## src/rtl/dlx_pipe_pkg.sv

```systemverilog
// rtl/dlx_pipe_pkg.sv - DLX decode field positions, instruction classes and the ID/EX bundle type
package dlx_pipe_pkg;

    localparam int OP_HI  = 31;
    localparam int OP_LO  = 26;
    localparam int RS1_HI = 25;
    localparam int RS1_LO = 21;
    localparam int RS2_HI = 20;
    localparam int RS2_LO = 16;

    localparam logic [5:0] OP_RTYPE     = 6'b000000;
    localparam logic [4:0] OP_JTYPE_HI5 = 5'b00001;

    localparam int DLX_XLEN = 32;
    localparam int DLX_RAW  = 5;

    localparam logic [31:0] NOP_INSTR = 32'h0800_0000;

    typedef enum logic [1:0] {
        CLS_R,
        CLS_I,
        CLS_J
    } instr_class_e;

    typedef struct packed {
        logic [DLX_XLEN-1:0] instr;
        logic [DLX_XLEN-1:0] pc;
        logic [DLX_RAW-1:0]  rd;
        logic [DLX_RAW-1:0]  rs1;
        logic [DLX_RAW-1:0]  rs2;
        logic                is_load;
    } id_ex_t;

    function automatic instr_class_e instr_class(input logic [5:0] opcode);
        if (opcode == OP_RTYPE) begin
            return CLS_R;
        end else if (opcode[5:1] == OP_JTYPE_HI5) begin
            return CLS_J;
        end else begin
            return CLS_I;
        end
    endfunction

endpackage

```

## src/rtl/load_scoreboard.sv

```systemverilog
// rtl/load_scoreboard.sv - per-register load-latency down-counters with two busy read ports
module load_scoreboard #(
    parameter int NREGS    = 32,
    parameter int LOAD_LAT = 1,
    parameter int RAW      = $clog2(NREGS)
) (
    input  logic           clk,
    input  logic           reset,
    input  logic           set_en,
    input  logic [RAW-1:0] set_idx,
    input  logic           dec_en,
    input  logic [RAW-1:0] rd_idx_a,
    output logic           rd_busy_a,
    input  logic [RAW-1:0] rd_idx_b,
    output logic           rd_busy_b
);

    localparam int CW = $clog2(LOAD_LAT + 1);
    localparam logic [CW-1:0] LAT_INIT = CW'(LOAD_LAT);

    logic [CW-1:0] cnt [NREGS];

    // A fresh load to a register overrides that register's decrement in the same cycle.
    always_ff @(posedge clk or posedge reset) begin
        if (reset) begin
            for (int i = 0; i < NREGS; i++) begin
                cnt[i] <= '0;
            end
        end else begin
            for (int i = 0; i < NREGS; i++) begin
                if (set_en && (set_idx == RAW'(i))) begin
                    cnt[i] <= LAT_INIT;
                end else if (dec_en && (cnt[i] != '0)) begin
                    cnt[i] <= cnt[i] - 1'b1;
                end
            end
        end
    end

    assign rd_busy_a = (cnt[rd_idx_a] != '0);
    assign rd_busy_b = (cnt[rd_idx_b] != '0);

endmodule

```

## src/rtl/id_hazard_stage.sv

```systemverilog
// rtl/id_hazard_stage.sv - DLX decode hazard control and ID/EX register; ID_HAZARD_STALL_CNT_EN enables stall_cnt
module id_hazard_stage
    import dlx_pipe_pkg::*;
#(
    parameter int XLEN     = 32,
    parameter int NREGS    = 32,
    parameter int LOAD_LAT = 1,
    localparam int RAW     = $clog2(NREGS)
) (
    input  logic            clk,
    input  logic            reset,
    input  logic            id_valid,
    input  logic [XLEN-1:0] id_instr,
    input  logic [XLEN-1:0] id_pc,
    input  logic            id_is_load,
    input  logic            id_wr_rd,
    input  logic [RAW-1:0]  id_rd,
    output logic            id_ready,
    input  logic            nullify,
    input  logic            ex_ready,
    output logic            ex_valid,
    output logic [XLEN-1:0] ex_instr,
    output logic [XLEN-1:0] ex_pc,
    output logic [RAW-1:0]  ex_rd,
    output logic [RAW-1:0]  ex_rs1,
    output logic [RAW-1:0]  ex_rs2,
    output logic            ex_is_load,
    output logic            hazard,
    output logic [31:0]     stall_cnt
);

    instr_class_e   cls;
    logic [RAW-1:0] rs1;
    logic [RAW-1:0] rs2;
    logic           busy1;
    logic           busy2;
    logic           adv;
    logic           issue;
    logic           sb_set;
    logic           ex_valid_q;
    id_ex_t         ex_q;

    always_comb begin
        cls = instr_class(id_instr[OP_HI:OP_LO]);
        rs1 = '0;
        rs2 = '0;
        case (cls)
            CLS_R: begin
                rs1 = RAW'(id_instr[RS1_HI:RS1_LO]);
                rs2 = RAW'(id_instr[RS2_HI:RS2_LO]);
            end
            CLS_I: begin
                rs1 = RAW'(id_instr[RS1_HI:RS1_LO]);
            end
            default: begin
            end
        endcase
    end

    assign sb_set = issue & id_is_load & id_wr_rd & (id_rd != '0);

    load_scoreboard #(
        .NREGS    (NREGS),
        .LOAD_LAT (LOAD_LAT),
        .RAW      (RAW)
    ) u_scoreboard (
        .clk       (clk),
        .reset     (reset),
        .set_en    (sb_set),
        .set_idx   (id_rd),
        .dec_en    (ex_ready),
        .rd_idx_a  (rs1),
        .rd_busy_a (busy1),
        .rd_idx_b  (rs2),
        .rd_busy_b (busy2)
    );

    assign hazard   = id_valid & (((rs1 != '0) & busy1) | ((rs2 != '0) & busy2));
    assign adv      = ex_ready | ~ex_valid_q;
    assign issue    = id_valid & ~hazard & ~nullify & adv;
    assign id_ready = ~id_valid | nullify | issue;

    // While EX holds (adv=0) the branch that raised nullify is still there, so the register just holds.
    always_ff @(posedge clk or posedge reset) begin
        if (reset) begin
            ex_valid_q <= 1'b0;
            ex_q       <= '0;
        end else if (adv) begin
            ex_valid_q    <= issue;
            ex_q.instr    <= DLX_XLEN'(id_instr);
            ex_q.pc       <= DLX_XLEN'(id_pc);
            ex_q.rd       <= id_wr_rd ? DLX_RAW'(id_rd) : '0;
            ex_q.rs1      <= DLX_RAW'(rs1);
            ex_q.rs2      <= DLX_RAW'(rs2);
            ex_q.is_load  <= id_is_load;
        end
    end

    assign ex_valid   = ex_valid_q;
    assign ex_instr   = XLEN'(ex_q.instr);
    assign ex_pc      = XLEN'(ex_q.pc);
    assign ex_rd      = RAW'(ex_q.rd);
    assign ex_rs1     = RAW'(ex_q.rs1);
    assign ex_rs2     = RAW'(ex_q.rs2);
    assign ex_is_load = ex_q.is_load;

`ifdef ID_HAZARD_STALL_CNT_EN
    logic [31:0] stall_q;

    always_ff @(posedge clk or posedge reset) begin
        if (reset) begin
            stall_q <= '0;
        end else if (hazard && !nullify && (stall_q != 32'hFFFF_FFFF)) begin
            stall_q <= stall_q + 32'd1;
        end
    end

    assign stall_cnt = stall_q;
`else
    assign stall_cnt = '0;
`endif

endmodule

```

## config.mk

```make
export PLATFORM = sky130hd
export DESIGN_NAME = id_hazard_stage
export DESIGN_NICKNAME = d
export VERILOG_FILES = /design/src/rtl/dlx_pipe_pkg.sv /design/src/rtl/load_scoreboard.sv /design/src/rtl/id_hazard_stage.sv
export SDC_FILE = /design/constraint.sdc
export NUM_CORES = 1
export LEC_CHECK = 0
export ABC_AREA = 1
export CAP_MARGIN = 20
export CELL_PAD_IN_SITES_DETAIL_PLACEMENT = 0
export CELL_PAD_IN_SITES_GLOBAL_PLACEMENT = 1
export CORE_ASPECT_RATIO = 0.7
export CORE_MARGIN = 2
export CORE_UTILIZATION = 25
export DETAILED_ROUTE_END_ITERATION = 7
export GPL_TIMING_DRIVEN = 0
export PLACE_DENSITY = 0.72
export RECOVER_POWER = 50
export SLEW_MARGIN = 40
export SYNTH_ARGS = -nofsm -noshare
export SYNTH_HDL_FRONTEND = slang
export SYNTH_SLANG_ARGS = --single-unit
export TNS_END_PERCENT = 20
```

## constraint.sdc

```tcl
create_clock -name clk -period 5.3 [get_ports clk]
set_clock_uncertainty 0.2 [all_clocks]
set_input_delay 1.06 -clock clk [delete_from_list [all_inputs] [get_ports clk]]
set_output_delay 1.06 -clock clk [all_outputs]
set_load 0.02 [all_outputs]
```

==> results by group, run 1 <==
Critical path
  – Worst path required time: between 4 and 5 ns
  – CP max FO: 10
  – Worst flop-to-flop path endpoint: u_scoreboard.cnt[3]$_DFFE_PP0P_
  – Reg2reg setup slack: ~3.1 ns
  – CP Capture Type: output port
  – R2R depth: 7
  – Arr. time, crit path: about 3.8 ns
  – Start point of the critical path: id_instr[31]
  – WS Path Type: in -> out
  – Crit start category: input port
  – Worst setup path endpoint: id_ready
  – Crit Reg-Reg Startpoint: ex_valid$_DFFE_PP0N_

STA
  – RSZ-0062 raised after global routing: false
  – Slew Limit Fails: 116
  – Max_slew headroom: -21.1%
  – Hold Vio Cnt, Final: 0
  – Least-Margin Pin Slew: between 1.5 and 2 ns
  – Fin worst setup slack: 0.242 ns
  – Final TNS setup: 0 ns
  – Max Freq: roughly 0.20 GHz
  – Min cycle time layout: approximately 5.1 ns
  – WHS: about 0.26 ns
  – Part of the cycle the worst path needs: 95.4%
  – Setup violators final: 0

Cells and area
  – Layout cells sized above 1: ~10%
  – Inserted Diodes: 0
  – Non-Filler Instances: around 1.3k
  – Fin nets: 1025
  – # fillers: around 2.4k
  – Final instance area: about 8400 um2
  – Final core occ: a little under two fifths
  – Layout Area Growth over Synthesis: 47.8%

Clock tree
  – Cts hold-fix bufs: 0
  – Worst-Skew Late Latency: around 0.4 ns
  – CTS Sinks: ~110
  – H-Tree Level Count: 4
  – Number of CTS-inserted buffers: 17
  – CTS tree: built
  – CTS Buffer Depth: 2
  – Root buf cell: clkbuf_16
  – Clock-pin transition on the worst setup and hold timing paths: around 0.060 ns

Global route
  – GRT overflow: 0
  – First-pass GRT wire length: roughly 29 mm
  – Vias in the first global route: approximately 5.1k
  – Overall Global Routing Usage: 15.7%
  – Initial antenna violation count: 0
  – Largest net degree at the start of global routing: 73

Floorplan
  – Die Height: 130 um
  – Rows: 46
  – IO Count: approximately 190
  – Core area: around 22000 um2
  – Chip width: 184 um
  – Die area: between 20000 and 25000 um2
  – Initial core utilization: between 20 and 30%

Route
  – Routed vias/inst: 4.35
  – Post-route ant nets: 0
  – Total wire length: between 15 and 20 mm
  – DRT iter0 DRCs: between 300 and 400
  – DR WL/cell: between 10 and 15 um
  – Vias: 5436
  – Max layer used: met4
  – Metal3 WL: 1.44 mm
  – DR pass1 iterations: 5
  – DRC viols: 0
  – Metal-1 WL: roughly 9.5 mm
  – Met2 wire len: approximately 7 mm

Run status
  – Failing checks: capacitance limit, slew limit
  – Status: finished with violations

Logic synthesis
  – Dominant cell type by area after synthesis: dfrtp_1
  – Post-Syn Area per Cell: roughly 7.6 um2
  – Ranking of synthesized cells by area: dfrtp_1 (50%), nand2_1 (23%), nand3_1 (4.9%)
  – Post-synth cell types: 28
  – Number of synthesized register bits: about 110
  – Main flop type after synthesis: dfrtp_1
  – EDFF count, synth: 0
  – Post-Synthesis Cells: approximately 740
  – Synth top cells by count: nand2_1 (354), dfrtp_1 (113), nand3_1 (56)
  – Ys Warns: 0
  – Asr flop ratio synth: 100%
  – Seq/Total Area, Yosys: 49.9%
  – Yosys top cell area share: between 40% and 50%
  – Netlist Area Pre-Place: around 5700 um2
  – Most frequent cell after synthesis: nand2_1

Place
  – Area post-placement: about 7700 um2
  – IO Port Bufs: ~160
  – GPL Wtd Cong: between 0.8 and 0.9
  – Placed insts: 1218
  – Post-DP HPWL: around 14 mm
  – Pre-CTS setup slack: -0.129 ns

Pwr
  – Pwr Total: approximately 2.7 mW
  – Power Density: ~320 nW/um2
  – Maximum vdd drop: about 0.21 mV
  – Leak Pwr: 4.08 nW

Flow run
  – Max-cap violations: 2

Min path
  – Hold Crit Class: reg -> reg
[how the worst min path moves through the flow]
stage	end	start	depth (start not counted)	slack (ns)
detailed placement	ex_instr[28]$_DFFE_PP0N_	ex_instr[28]$_DFFE_PP0N_	2	0.26
global route	ex_instr[28]$_DFFE_PP0N_	ex_instr[28]$_DFFE_PP0N_	2	0.28
floorplan	u_scoreboard.cnt[8]$_DFFE_PP0P_	u_scoreboard.cnt[8]$_DFFE_PP0P_	2	0.25
CTS	ex_instr[28]$_DFFE_PP0N_	ex_instr[28]$_DFFE_PP0N_	2	0.27
global placement	ex_instr[15]$_DFFE_PP0N_	ex_instr[15]$_DFFE_PP0N_	2	0.25
finish	ex_pc[9]$_DFFE_PP0N_	ex_pc[9]$_DFFE_PP0N_	2	0.26
[flip-flops by register name, summed over array words and instances, names as in the netlist]
signal / count
ex_rs2: 5
ex_rd: 5
ex_pc: 32
u_scoreboard.cnt: 32
ex_rs1: 5
ex_is_load: 1
ex_valid: 1
ex_instr: 32
[layer usage]
| layer | vias up | track usage, % |
|---|---|---|
| met5 | - | 0 |
| met4 | 0 | 4.09 |
| met3 | 16 | 4.49 |
| met2 | 214 | 21.3 |
| met1 | 2496 | 23.9 |
| li1 | 2710 | - |
[cell type report]
class                      count  area [um2]  area share (%)
sequential                   113        2830            33.8
inverter                      30         119            1.42
clock inverter                15         231            2.77
timing repair buffer         157        1570            18.7
multi-input combinational    561        2410            28.8
tap                          288         360            4.30
clock buffer                  17         425            5.08
buffer                        69         425            5.08
[worst max-delay path: stages]
cell and delay (ns):
clkdlybuf4s50_1 0.47, nor2_4 0.25, nand3_4 0.21, nand2_2 0.21, buf_6 0.18, nand3_1 0.10, nand3_1 0.11, nand3_1 0.08
nand3_1 0.11, nand2_1 0.09, nor2_4 0.24, nand2_1 0.12, o21ai_1 0.21, clkdlybuf4s15_1 0.36
[report_power, final]
group	internal, mW	switching (mW)
registers	0.922	0.0302
clock network	0.839	0.436
logic	0.203	0.280
[kinds of logic after synthesis]
group	after synthesis	synth area share, %
buffers and inverters	99	9.59
AOI/OAI and AO/OA	27	2.74
DFF	113	49.9
other	1	0.0662
and+or+nand+nor	502	37.7
[cells in the final DEF (no fill, tap or decap), types with 3 or more instances in the layout]
master / Yosys / routed
bufinv_16: 0 / 5
nor2_1: 35 / 35
a21oi_1: 5 / 5
clkinv_4: 1 / 6
o21ai_0: 13 / 13
clkbuf_16: 0 / 17
buf_6: 4 / 4
inv_1: 25 / 24
conb_1: 1 / 32
dfrtp_1: 113 / 113
clkdlybuf4s50_1: 0 / 116
nand2_1: 354 / 353
nand4_1: 31 / 31
buf_1: 7 / 7
nor3_1: 10 / 10
nand2_2: 5 / 6
clkbuf_1: 17 / 17
nor2_4: 4 / 4
inv_2: 3 / 3
buf_4: 34 / 34
nand3_1: 56 / 56
buf_2: 7 / 7
dlygate4sd3_1: 0 / 38
o31ai_1: 5 / 5
[repair_timing]
item	CTS	global route
pin swaps	0	1
setup buffers	0	0
resized for setup	2	2
endpoints found under the setup margin	1	1
No activity file was read; power rests on OpenSTA's default activity.
==> run 2, diff against run 1 <==
--- a/config.mk
+++ b/config.mk
@@ -20,4 +20,4 @@
 export SYNTH_ARGS = -nofsm -noshare
 export SYNTH_HDL_FRONTEND = slang
 export SYNTH_SLANG_ARGS = --single-unit
-export TNS_END_PERCENT = 20
+export TNS_END_PERCENT = 1
==> results of run 2 <==
No change in the layout: final DEF, timing and power equal those of run 1.
